**src/rtl/alu_ctrl_md_pkg.sv**
```systemverilog
// Shared constants for the ALU control / mult-div block: ALU op codes,
// funct field values, main-decoder classes and the mult/div state type.
package alu_ctrl_pkg;

  localparam logic [3:0] ALU_ADD  = 4'd0;
  localparam logic [3:0] ALU_SUB  = 4'd1;
  localparam logic [3:0] ALU_AND  = 4'd2;
  localparam logic [3:0] ALU_OR   = 4'd3;
  localparam logic [3:0] ALU_XOR  = 4'd4;
  localparam logic [3:0] ALU_NOR  = 4'd5;
  localparam logic [3:0] ALU_SLT  = 4'd6;
  localparam logic [3:0] ALU_SLTU = 4'd7;
  localparam logic [3:0] ALU_SLL  = 4'd8;
  localparam logic [3:0] ALU_SRL  = 4'd9;
  localparam logic [3:0] ALU_SRA  = 4'd10;
  localparam logic [3:0] ALU_PASS = 4'd15;

  localparam logic [5:0] FN_SLL   = 6'b000000;
  localparam logic [5:0] FN_SRL   = 6'b000010;
  localparam logic [5:0] FN_SRA   = 6'b000011;
  localparam logic [5:0] FN_MFHI  = 6'b010000;
  localparam logic [5:0] FN_MTHI  = 6'b010001;
  localparam logic [5:0] FN_MFLO  = 6'b010010;
  localparam logic [5:0] FN_MTLO  = 6'b010011;
  localparam logic [5:0] FN_MULT  = 6'b011000;
  localparam logic [5:0] FN_MULTU = 6'b011001;
  localparam logic [5:0] FN_DIV   = 6'b011010;
  localparam logic [5:0] FN_DIVU  = 6'b011011;
  localparam logic [5:0] FN_ADD   = 6'b100000;
  localparam logic [5:0] FN_SUB   = 6'b100010;
  localparam logic [5:0] FN_AND   = 6'b100100;
  localparam logic [5:0] FN_OR    = 6'b100101;
  localparam logic [5:0] FN_XOR   = 6'b100110;
  localparam logic [5:0] FN_NOR   = 6'b100111;
  localparam logic [5:0] FN_SLT   = 6'b101010;
  localparam logic [5:0] FN_SLTU  = 6'b101011;

  localparam logic [1:0] ALU_CTR_ADD   = 2'b00;
  localparam logic [1:0] ALU_CTR_SUB   = 2'b01;
  localparam logic [1:0] ALU_CTR_RTYPE = 2'b10;
  localparam logic [1:0] ALU_CTR_OR    = 2'b11;

  typedef enum logic [1:0] {IDLE, CALC, FIX} md_state_t;

  // addu/subu share the signed opcode; the ALU does not trap on overflow here.
  function automatic logic [3:0] decode_alu_op(input logic [1:0] alu_ctr,
                                               input logic [5:0] func);
    logic [3:0] op;
    op = ALU_PASS;
    case (alu_ctr)
      ALU_CTR_ADD: op = ALU_ADD;
      ALU_CTR_SUB: op = ALU_SUB;
      ALU_CTR_OR:  op = ALU_OR;
      default: begin
        casez (func)
          6'b10000?: op = ALU_ADD;
          6'b10001?: op = ALU_SUB;
          FN_AND:    op = ALU_AND;
          FN_OR:     op = ALU_OR;
          FN_XOR:    op = ALU_XOR;
          FN_NOR:    op = ALU_NOR;
          FN_SLT:    op = ALU_SLT;
          FN_SLTU:   op = ALU_SLTU;
          FN_SLL:    op = ALU_SLL;
          FN_SRL:    op = ALU_SRL;
          FN_SRA:    op = ALU_SRA;
          default:   op = ALU_PASS;
        endcase
      end
    endcase
    return op;
  endfunction

endpackage

```
**src/rtl/alu_ctrl_md_if.sv**
```systemverilog
// EX-stage bundle between the pipeline (master) and the ALU control block (slave).
interface alu_ctrl_md_if #(parameter int WIDTH = 32);
  logic [1:0]       alu_ctr;
  logic [5:0]       func;
  logic             ex_valid;
  logic             md_kill;
  logic [WIDTH-1:0] rs_val;
  logic [WIDTH-1:0] rt_val;
  logic [3:0]       alu_op;
  logic             md_busy;
  logic             md_stall;
  logic [WIDTH-1:0] hi;
  logic [WIDTH-1:0] lo;

  modport master (
    output alu_ctr, func, ex_valid, md_kill, rs_val, rt_val,
    input  alu_op, md_busy, md_stall, hi, lo
  );

  modport slave (
    input  alu_ctr, func, ex_valid, md_kill, rs_val, rt_val,
    output alu_op, md_busy, md_stall, hi, lo
  );
endinterface

```
**src/rtl/alu_ctrl_md_iter_core.sv**
```systemverilog
// Iterative mult/div engine: one shift-add or restoring shift-subtract step per
// cycle on operand magnitudes, sign fix in the final state.
//
// state | meaning
// IDLE  | waiting for start; operands sampled on accept
// CALC  | WIDTH iteration steps, counter runs WIDTH..1
// FIX   | results presented with sign correction; done on the closing edge
module md_iter_core
  import alu_ctrl_pkg::*;
#(
  parameter int WIDTH = 32,
  parameter int CNT_W = $clog2(WIDTH) + 1
) (
  input  logic             clk,
  input  logic             rst_n,
  input  logic             start,
  input  logic             kill,
  input  logic             is_div,
  input  logic             is_signed,
  input  logic [WIDTH-1:0] op_a,
  input  logic [WIDTH-1:0] op_b,
  output logic             busy,
  output logic             done,
  output logic [WIDTH-1:0] res_hi,
  output logic [WIDTH-1:0] res_lo
);

  md_state_t state, state_nxt;
  logic [CNT_W-1:0] cnt;
  logic [WIDTH-1:0] acc, q, b;
  logic div_q, neg_q, neg_r, div0;

  logic             accept;
  logic             a_neg, b_neg, b_zero;
  logic [WIDTH-1:0] a_mag, b_mag;
  logic [WIDTH:0]   mul_sum, div_sh;
  logic             div_ge;
  logic [WIDTH-1:0] div_diff;
  logic [2*WIDTH-1:0] prod, prod_s;

  assign accept = (state == IDLE) & start & ~kill;
  assign a_neg  = is_signed & op_a[WIDTH-1];
  assign b_neg  = is_signed & op_b[WIDTH-1];
  assign a_mag  = a_neg ? -op_a : op_a;
  assign b_mag  = b_neg ? -op_b : op_b;
  assign b_zero = (op_b == '0);

  assign mul_sum  = {1'b0, acc} + (q[0] ? {1'b0, b} : '0);
  assign div_sh   = {acc, q[WIDTH-1]};
  assign div_ge   = (div_sh >= {1'b0, b});
  // Partial remainder stays below the divisor, so the difference fits WIDTH bits.
  assign div_diff = div_sh[WIDTH-1:0] - b;

  // State register.
  always_ff @(posedge clk or negedge rst_n) begin
    if (!rst_n) state <= IDLE;
    else        state <= state_nxt;
  end

  // Next-state logic; kill wins over every transition out of IDLE and into FIX.
  always_comb begin
    state_nxt = state;
    case (state)
      IDLE:    if (accept) state_nxt = CALC;
      CALC:    if (kill) state_nxt = IDLE;
               else if (cnt == CNT_W'(1)) state_nxt = FIX;
      FIX:     state_nxt = IDLE;
      default: state_nxt = IDLE;
    endcase
  end

  // Operand capture on accept, then one iteration step per CALC cycle.
  always_ff @(posedge clk or negedge rst_n) begin
    if (!rst_n) begin
      cnt   <= '0;
      acc   <= '0;
      q     <= '0;
      b     <= '0;
      div_q <= 1'b0;
      neg_q <= 1'b0;
      neg_r <= 1'b0;
      div0  <= 1'b0;
    end else if (accept) begin
      cnt   <= CNT_W'(WIDTH);
      acc   <= '0;
      // Divide by zero keeps the raw dividend so it shifts through into the remainder.
      q     <= (is_div & b_zero) ? op_a : a_mag;
      b     <= b_mag;
      div_q <= is_div;
      neg_q <= a_neg ^ b_neg;
      neg_r <= a_neg;
      div0  <= is_div & b_zero;
    end else if (state == CALC) begin
      cnt <= cnt - 1'b1;
      if (div_q) begin
        acc <= div_ge ? div_diff : div_sh[WIDTH-1:0];
        q   <= {q[WIDTH-2:0], div_ge};
      end else begin
        acc <= mul_sum[WIDTH:1];
        q   <= {mul_sum[0], q[WIDTH-1:1]};
      end
    end
  end

  // Sign correction of the finished magnitudes.
  always_comb begin
    prod   = {acc, q};
    prod_s = neg_q ? -prod : prod;
    res_hi = prod_s[2*WIDTH-1:WIDTH];
    res_lo = prod_s[WIDTH-1:0];
    if (div_q) begin
      res_lo = (neg_q & ~div0) ? -q : q;
      res_hi = (neg_r & ~div0) ? -acc : acc;
    end
  end

  assign busy = (state != IDLE);
  assign done = (state == FIX) & ~kill;

endmodule

```
**src/rtl/alu_ctrl_md.sv**
```systemverilog
// EX-stage ALU control: funct decode, HI/LO registers and stall generation
// around the iterative mult/div core.
module alu_ctrl_md
  import alu_ctrl_pkg::*;
#(
  parameter int WIDTH = 32,
  parameter int CNT_W = $clog2(WIDTH) + 1
) (
  input logic          clk,
  input logic          rst_n,
  alu_ctrl_md_if.slave bus
);

  logic is_rtype, is_md_start, is_md_move;
  logic md_start, wr_mthi, wr_mtlo;
  logic core_busy, core_done;
  logic [WIDTH-1:0] res_hi, res_lo, hi_q, lo_q;

  assign is_rtype    = (bus.alu_ctr == ALU_CTR_RTYPE);
  assign is_md_start = is_rtype & (bus.func[5:2] == 4'b0110);
  assign is_md_move  = is_rtype & (bus.func[5:2] == 4'b0100);

  assign md_start = bus.ex_valid & is_md_start & ~core_busy & ~bus.md_kill;
  assign wr_mthi  = bus.ex_valid & ~core_busy & ~bus.md_kill & is_rtype & (bus.func == FN_MTHI);
  assign wr_mtlo  = bus.ex_valid & ~core_busy & ~bus.md_kill & is_rtype & (bus.func == FN_MTLO);

  md_iter_core #(.WIDTH(WIDTH), .CNT_W(CNT_W)) u_core (
    .clk       (clk),
    .rst_n     (rst_n),
    .start     (md_start),
    .kill      (bus.md_kill),
    .is_div    (bus.func[1]),
    .is_signed (~bus.func[0]),
    .op_a      (bus.rs_val),
    .op_b      (bus.rt_val),
    .busy      (core_busy),
    .done      (core_done),
    .res_hi    (res_hi),
    .res_lo    (res_lo)
  );

  // HI/LO update: engine results on completion, otherwise mthi/mtlo moves.
  always_ff @(posedge clk or negedge rst_n) begin
    if (!rst_n) begin
      hi_q <= '0;
      lo_q <= '0;
    end else if (core_done) begin
      hi_q <= res_hi;
      lo_q <= res_lo;
    end else begin
      if (wr_mthi) hi_q <= bus.rs_val;
      if (wr_mtlo) lo_q <= bus.rs_val;
    end
  end

  assign bus.alu_op   = decode_alu_op(bus.alu_ctr, bus.func);
  assign bus.md_busy  = core_busy;
  assign bus.md_stall = bus.ex_valid & core_busy & (is_md_start | is_md_move);
  assign bus.hi       = hi_q;
  assign bus.lo       = lo_q;

endmodule

```
**src/flat_wrapper.sv**
```systemverilog
// flat-port wrapper written by rule: the top's interface ports become plain ports
module alu_ctrl_md_flat import alu_ctrl_pkg::*;
#(
  parameter int WIDTH = 32,
  parameter int CNT_W = $clog2(WIDTH) + 1
)
  (clk, rst_n, bus_alu_ctr, bus_func, bus_ex_valid, bus_md_kill, bus_rs_val, bus_rt_val, bus_alu_op, bus_md_busy, bus_md_stall, bus_hi, bus_lo);
  alu_ctrl_md_if #(.WIDTH(WIDTH)) bus_i ();
  input logic clk;
  input logic rst_n;
  input wire logic [$bits(bus_i.alu_ctr)-1:0] bus_alu_ctr;
  input wire logic [$bits(bus_i.func)-1:0] bus_func;
  input wire logic [$bits(bus_i.ex_valid)-1:0] bus_ex_valid;
  input wire logic [$bits(bus_i.md_kill)-1:0] bus_md_kill;
  input wire logic [$bits(bus_i.rs_val)-1:0] bus_rs_val;
  input wire logic [$bits(bus_i.rt_val)-1:0] bus_rt_val;
  output wire logic [$bits(bus_i.alu_op)-1:0] bus_alu_op;
  output wire logic [$bits(bus_i.md_busy)-1:0] bus_md_busy;
  output wire logic [$bits(bus_i.md_stall)-1:0] bus_md_stall;
  output wire logic [$bits(bus_i.hi)-1:0] bus_hi;
  output wire logic [$bits(bus_i.lo)-1:0] bus_lo;
  assign bus_i.alu_ctr = bus_alu_ctr;
  assign bus_i.func = bus_func;
  assign bus_i.ex_valid = bus_ex_valid;
  assign bus_i.md_kill = bus_md_kill;
  assign bus_i.rs_val = bus_rs_val;
  assign bus_i.rt_val = bus_rt_val;
  assign bus_alu_op = bus_i.alu_op;
  assign bus_md_busy = bus_i.md_busy;
  assign bus_md_stall = bus_i.md_stall;
  assign bus_hi = bus_i.hi;
  assign bus_lo = bus_i.lo;
  alu_ctrl_md #(.WIDTH(WIDTH), .CNT_W(CNT_W)) u_core (.clk(clk), .rst_n(rst_n), .bus(bus_i));
endmodule
```
**config.mk**
```make
export PLATFORM = sky130hd
export DESIGN_NAME = alu_ctrl_md_flat
export DESIGN_NICKNAME = d
export VERILOG_FILES = /design/src/rtl/alu_ctrl_md_pkg.sv /design/src/rtl/alu_ctrl_md_if.sv /design/src/rtl/alu_ctrl_md_iter_core.sv /design/src/rtl/alu_ctrl_md.sv /design/src/flat_wrapper.sv
export SDC_FILE = /design/constraint.sdc
export NUM_CORES = 1
export LEC_CHECK = 0
export CAP_MARGIN = 20
export CORE_ASPECT_RATIO = 1.1
export CORE_MARGIN = 5
export CORE_UTILIZATION = 30
export DETAILED_ROUTE_END_ITERATION = 10
export GPL_ROUTABILITY_DRIVEN = 0
export PLACE_DENSITY_LB_ADDON = 0.12
export RECOVER_POWER = 100
export SLEW_MARGIN = 30
export SYNTH_ARGS = -nofsm -noshare
export SYNTH_HDL_FRONTEND = slang
export SYNTH_SLANG_ARGS = --single-unit
```
**constraint.sdc**
```tcl
create_clock -name clk -period 4.8 [get_ports clk]
set_clock_uncertainty 0.15 [all_clocks]
set_input_delay 1.2 -clock clk [delete_from_list [all_inputs] [get_ports clk]]
set_output_delay 1.2 -clock clk [all_outputs]
set_load 0.05 [all_outputs]
```
==> impl_metrics.json <==
{
  "cts_max_level": 4,
  "power_frac_clock": 0.200,
  "core_area_um2": 48600,
  "ios": 146,
  "r2r_start": "u_core.u_core.acc[2]$_DFFE_PN0P_",
  "power_density_nw_per_um2": 424,
  "regArea_um2": 4310,
  "holdBufCountCts": 0,
  "drv_cap": 1,
  "max-vdd-ir-drop_mv": 0.190,
  "clock.fmax_ghz": 0.228,
  "tns_ns": 0,
  "netlist.top_cell.by_area": "dfrtp_1",
  "tightest_slew_ns": 2.09,
  "leakagePower_nw": 7.36,
  "synth-edff-count": 0,
  "grt_pass1_vias": 13600,
  "seq_area_frac_synth": 0.294,
  "timing.final.crit_share": 0.916,
  "antenna_cells": 0,
  "p_comb_frac": 0.510,
  "synthDistinctLibCells": 78,
  "cp_max_fo": 3,
  "switching_share": 0.459,
  "via_per_inst": 5.27,
  "cpMaxStageDelayCell": "dlygate4sd3_1",
  "dp_hpwl_mm": 38.4,
  "r2r_end": "u_core.u_core.acc[26]$_DFFE_PN0P_",
  "worstHoldPathType": "reg -> reg",
  "path_clk_slew_ns": 0.07,
  "synth.top_cell.area_share": 0.294,
  "hp-start": "u_core.u_core.b[24]$_DFFE_PN0P_",
  "fin_crit_ns": 4.39,
  "fillCellCount": 5152,
  "p_int_w": 0.00399,
  "die_w_um": 221,
  "hold_depth": 2,
  "critPathArrivalTime_ns": 3.04,
  "post_cts_buffers": 0,
  "synthFlopType": "dfrtp_1",
  "relSlewSlack": -0.395,
  "path_class": "in -> out",
  "port_buffers": 145,
  "syn_nets": 1962,
  "grt_start_max_net_pins": 129,
  "path_buf_inv": 2,
  "worstRegToRegCells": 11,
  "status": "complete, but fails checks",
  "syn_area_um2": 14600,
  "violations": "max-capacitance violations, max-slew violations",
  "ys_ff_latch": 172,
  "synth_async_sr_flop_share": 1.00,
  "fin_nets": 2066,
  "instances_no_fill": 2583,
  "cts_resized": 0,
  "routed_wl_mm": 50.4,
  "drc": 0,
  "synth_cells": 1814,
  "path_delay_family": "buffers and inverters",
  "crit_path_cell_trace": "dlygate4sd3_1, nand2b_1, or4_1, nor2b_1, clkbuf_1",
  "ctsLongestPathBuffers": 2,
  "finish.utilization": 0.358,
  "seqPwrFrac": 0.290,
  "syn_area_per_cell_um2": 8.07,
  "ff2ff_setup_slack_ns": 0.43,
  "cp-end-kind": "output port",
  "yosys_warnings": 0,
  "cts_buffers": 17,
  "power_w": 0.00737,
  "grt_pass1_wl_mm": 79.3,
  "cts_tree": "done",
  "drtIter0Drc": 917,
  "clock_sinks": 172,
  "slew_viol_final": 75,
  "cp_data_required_time_ns": 3.45,
  "drive_gt1_frac": 0.0611,
  "area_growth_pct": 18.7,
  "antenna_found_initial": 0,
  "ant_nets": 0,
  "post-place-cells": 2551,
  "final_hold_viol_count": 0,
  "netlist_top_cells_area": "dfrtp_1 (29%), o21ai_0 (6.1%), ha_1 (6.0%)",
  "cpPeakStageDelay_ns": 0.55,
  "dieHeight_um": 242,
  "grt_overflow": 0,
  "vias": 13600,
  "drt-pass1-iter-count": 5,
  "finalSetupViolations": 0,
  "whs_endpoint": "u_core.u_core.b[24]$_DFFE_PN0P_",
  "rows": 85,
  "initial_utilization": 0.301,
  "grt_usage": 0.187,
  "dieArea_um2": 53300,
  "cts-root-buf": "clkbuf_16",
  "start_kind": "primary input",
  "p_sw_w": 0.00338,
  "rsz0062_at_grt": "no",
  "multi_input_comb_area_um2": 9640,
  "wire_per_inst_um": 19.5,
  "clock_latency_ns": 0.47
}
==> cells in the mapped netlist (all sizes together), types with 17 or more instances <==
library cell,n
xnor2,91
buf,24
a21oi,136
nand3,26
a22oi,17
nand2,211
o21ai,197
clkbuf,80
inv,69
mux2i,87
nor3,32
ha,70
dfrtp,172
a21o,33
nor2,141
o211ai,26
nand2b,19
xor2,80
or4,22
a211oi,23
nor2b,17
or3,18
o31ai,30
==> logic make-up after synthesis <==
kind of cell / count (synthesis) / synth area share
muxes: 95 / 0.0656
buffers and inverters: 174 / 0.0473
AOI/OAI and AO/OA: 556 / 0.235
DFF: 172 / 0.294
and+or+nand+nor: 574 / 0.194
adders and majority gates: 72 / 0.0625
xor gates and xnor gates: 171 / 0.102
==> power by group through the flow <==
| stage | Combinational, W | Clock, W | Sequential, W |
|---|---|---|---|
| floorplan | 0.00274 | 0 | 0.00203 |
| global placement | 0.00376 | 0 | 0.00215 |
| detailed placement | 0.00376 | 0 | 0.00216 |
| CTS | 0.00378 | 0.00152 | 0.00213 |
| global route | 0.00415 | 0.00157 | 0.00218 |
| finish | 0.00376 | 0.00147 | 0.00213 |
==> registers in the layout, summed over array words and instances, names as in the netlist <==
| name | count |
|---|---|
| u_core.u_core.neg_q | 1 |
| u_core.u_core.acc | 32 |
| u_core.u_core.neg_r | 1 |
| u_core.u_core.div0 | 1 |
| u_core.u_core.q | 32 |
| u_core.bus.hi | 32 |
| u_core.u_core.div_q | 1 |
| u_core.u_core.cnt | 6 |
| u_core.u_core.b | 32 |
| u_core.bus.lo | 32 |
| u_core.u_core.state | 2 |
==> routing by layer <==
metal	vias to the layer above	routed length, um	GRT usage	share of wire
met3	56	1560	0.0214	0.031
met1	6522	23300	0.251	0.46
met5	-	0	0	0
li1	6740	-	-	-
met4	0	1070	0.0527	0.021
met2	289	24400	0.317	0.49
==> final cells by class <==
| class | instances | share of cell area |
|---|---|---|
| clock buffers | 18 | 0.0247 |
| clock inverters | 14 | 0.00928 |
| inverters | 70 | 0.0151 |
| multi-input cells | 1468 | 0.554 |
| flip-flops and latches | 172 | 0.248 |
| well taps | 652 | 0.0469 |
| repair buffers | 189 | 0.102 |
==> tightest hold or removal path, stage by stage, from the launching register on <==
cell	delay [ns]
dfrtp_1	0.34
nand2_1	0.05
o21ai_0	0.06
==> cells in the final DEF, fill, tap and decap left out, types with 23 or more instances in the layout <==
cell             count
nand2_1            209
o21ai_0            188
dfrtp_1            171
nor2_1             138
a21oi_1            136
xnor2_1             91
mux2i_1             87
xor2_1              80
ha_1                70
clkdlybuf4s50_1     70
inv_1               69
dlygate4sd3_1       69
buf_4               34
a21o_1              33
nor3_1              32
o31ai_1             28
nand3_1             26
o211ai_1            26
a211oi_1            23
==> metrics by stage <==
step / hold slack (ns) / cell area (um^2) / setup WS [ns]
after global routing: 0.371 / 17400 / 0.211
after detailed placement: 0.320 / 16900 / 0.219
after global placement: 0.313 / 16900 / 0.246
final: 0.327 / 17400 / 0.405
after floorplan: 0.300 / 14600 / 0.915
after CTS: 0.336 / 17500 / 0.424
==> how the worst max path moves through the flow <==
stage                   start                              end  cells after the start
2_1_floorplan  bus_alu_ctr[0]                     bus_md_stall                      3
3_3_place_gp   bus_rt_val[18]  u_core.u_core.q[18]$_DFFE_PN0P_                     11
3_5_place_dp   bus_rt_val[18]  u_core.u_core.q[26]$_DFFE_PN0P_                     11
4_1_cts           bus_func[3]                    bus_alu_op[0]                     10
5_1_grt        bus_rt_val[18]  u_core.u_core.q[18]$_DFFE_PN0P_                     11
6_report       bus_alu_ctr[0]                     bus_md_stall                      5
Note: power is estimated with default switching activity, not from simulation.
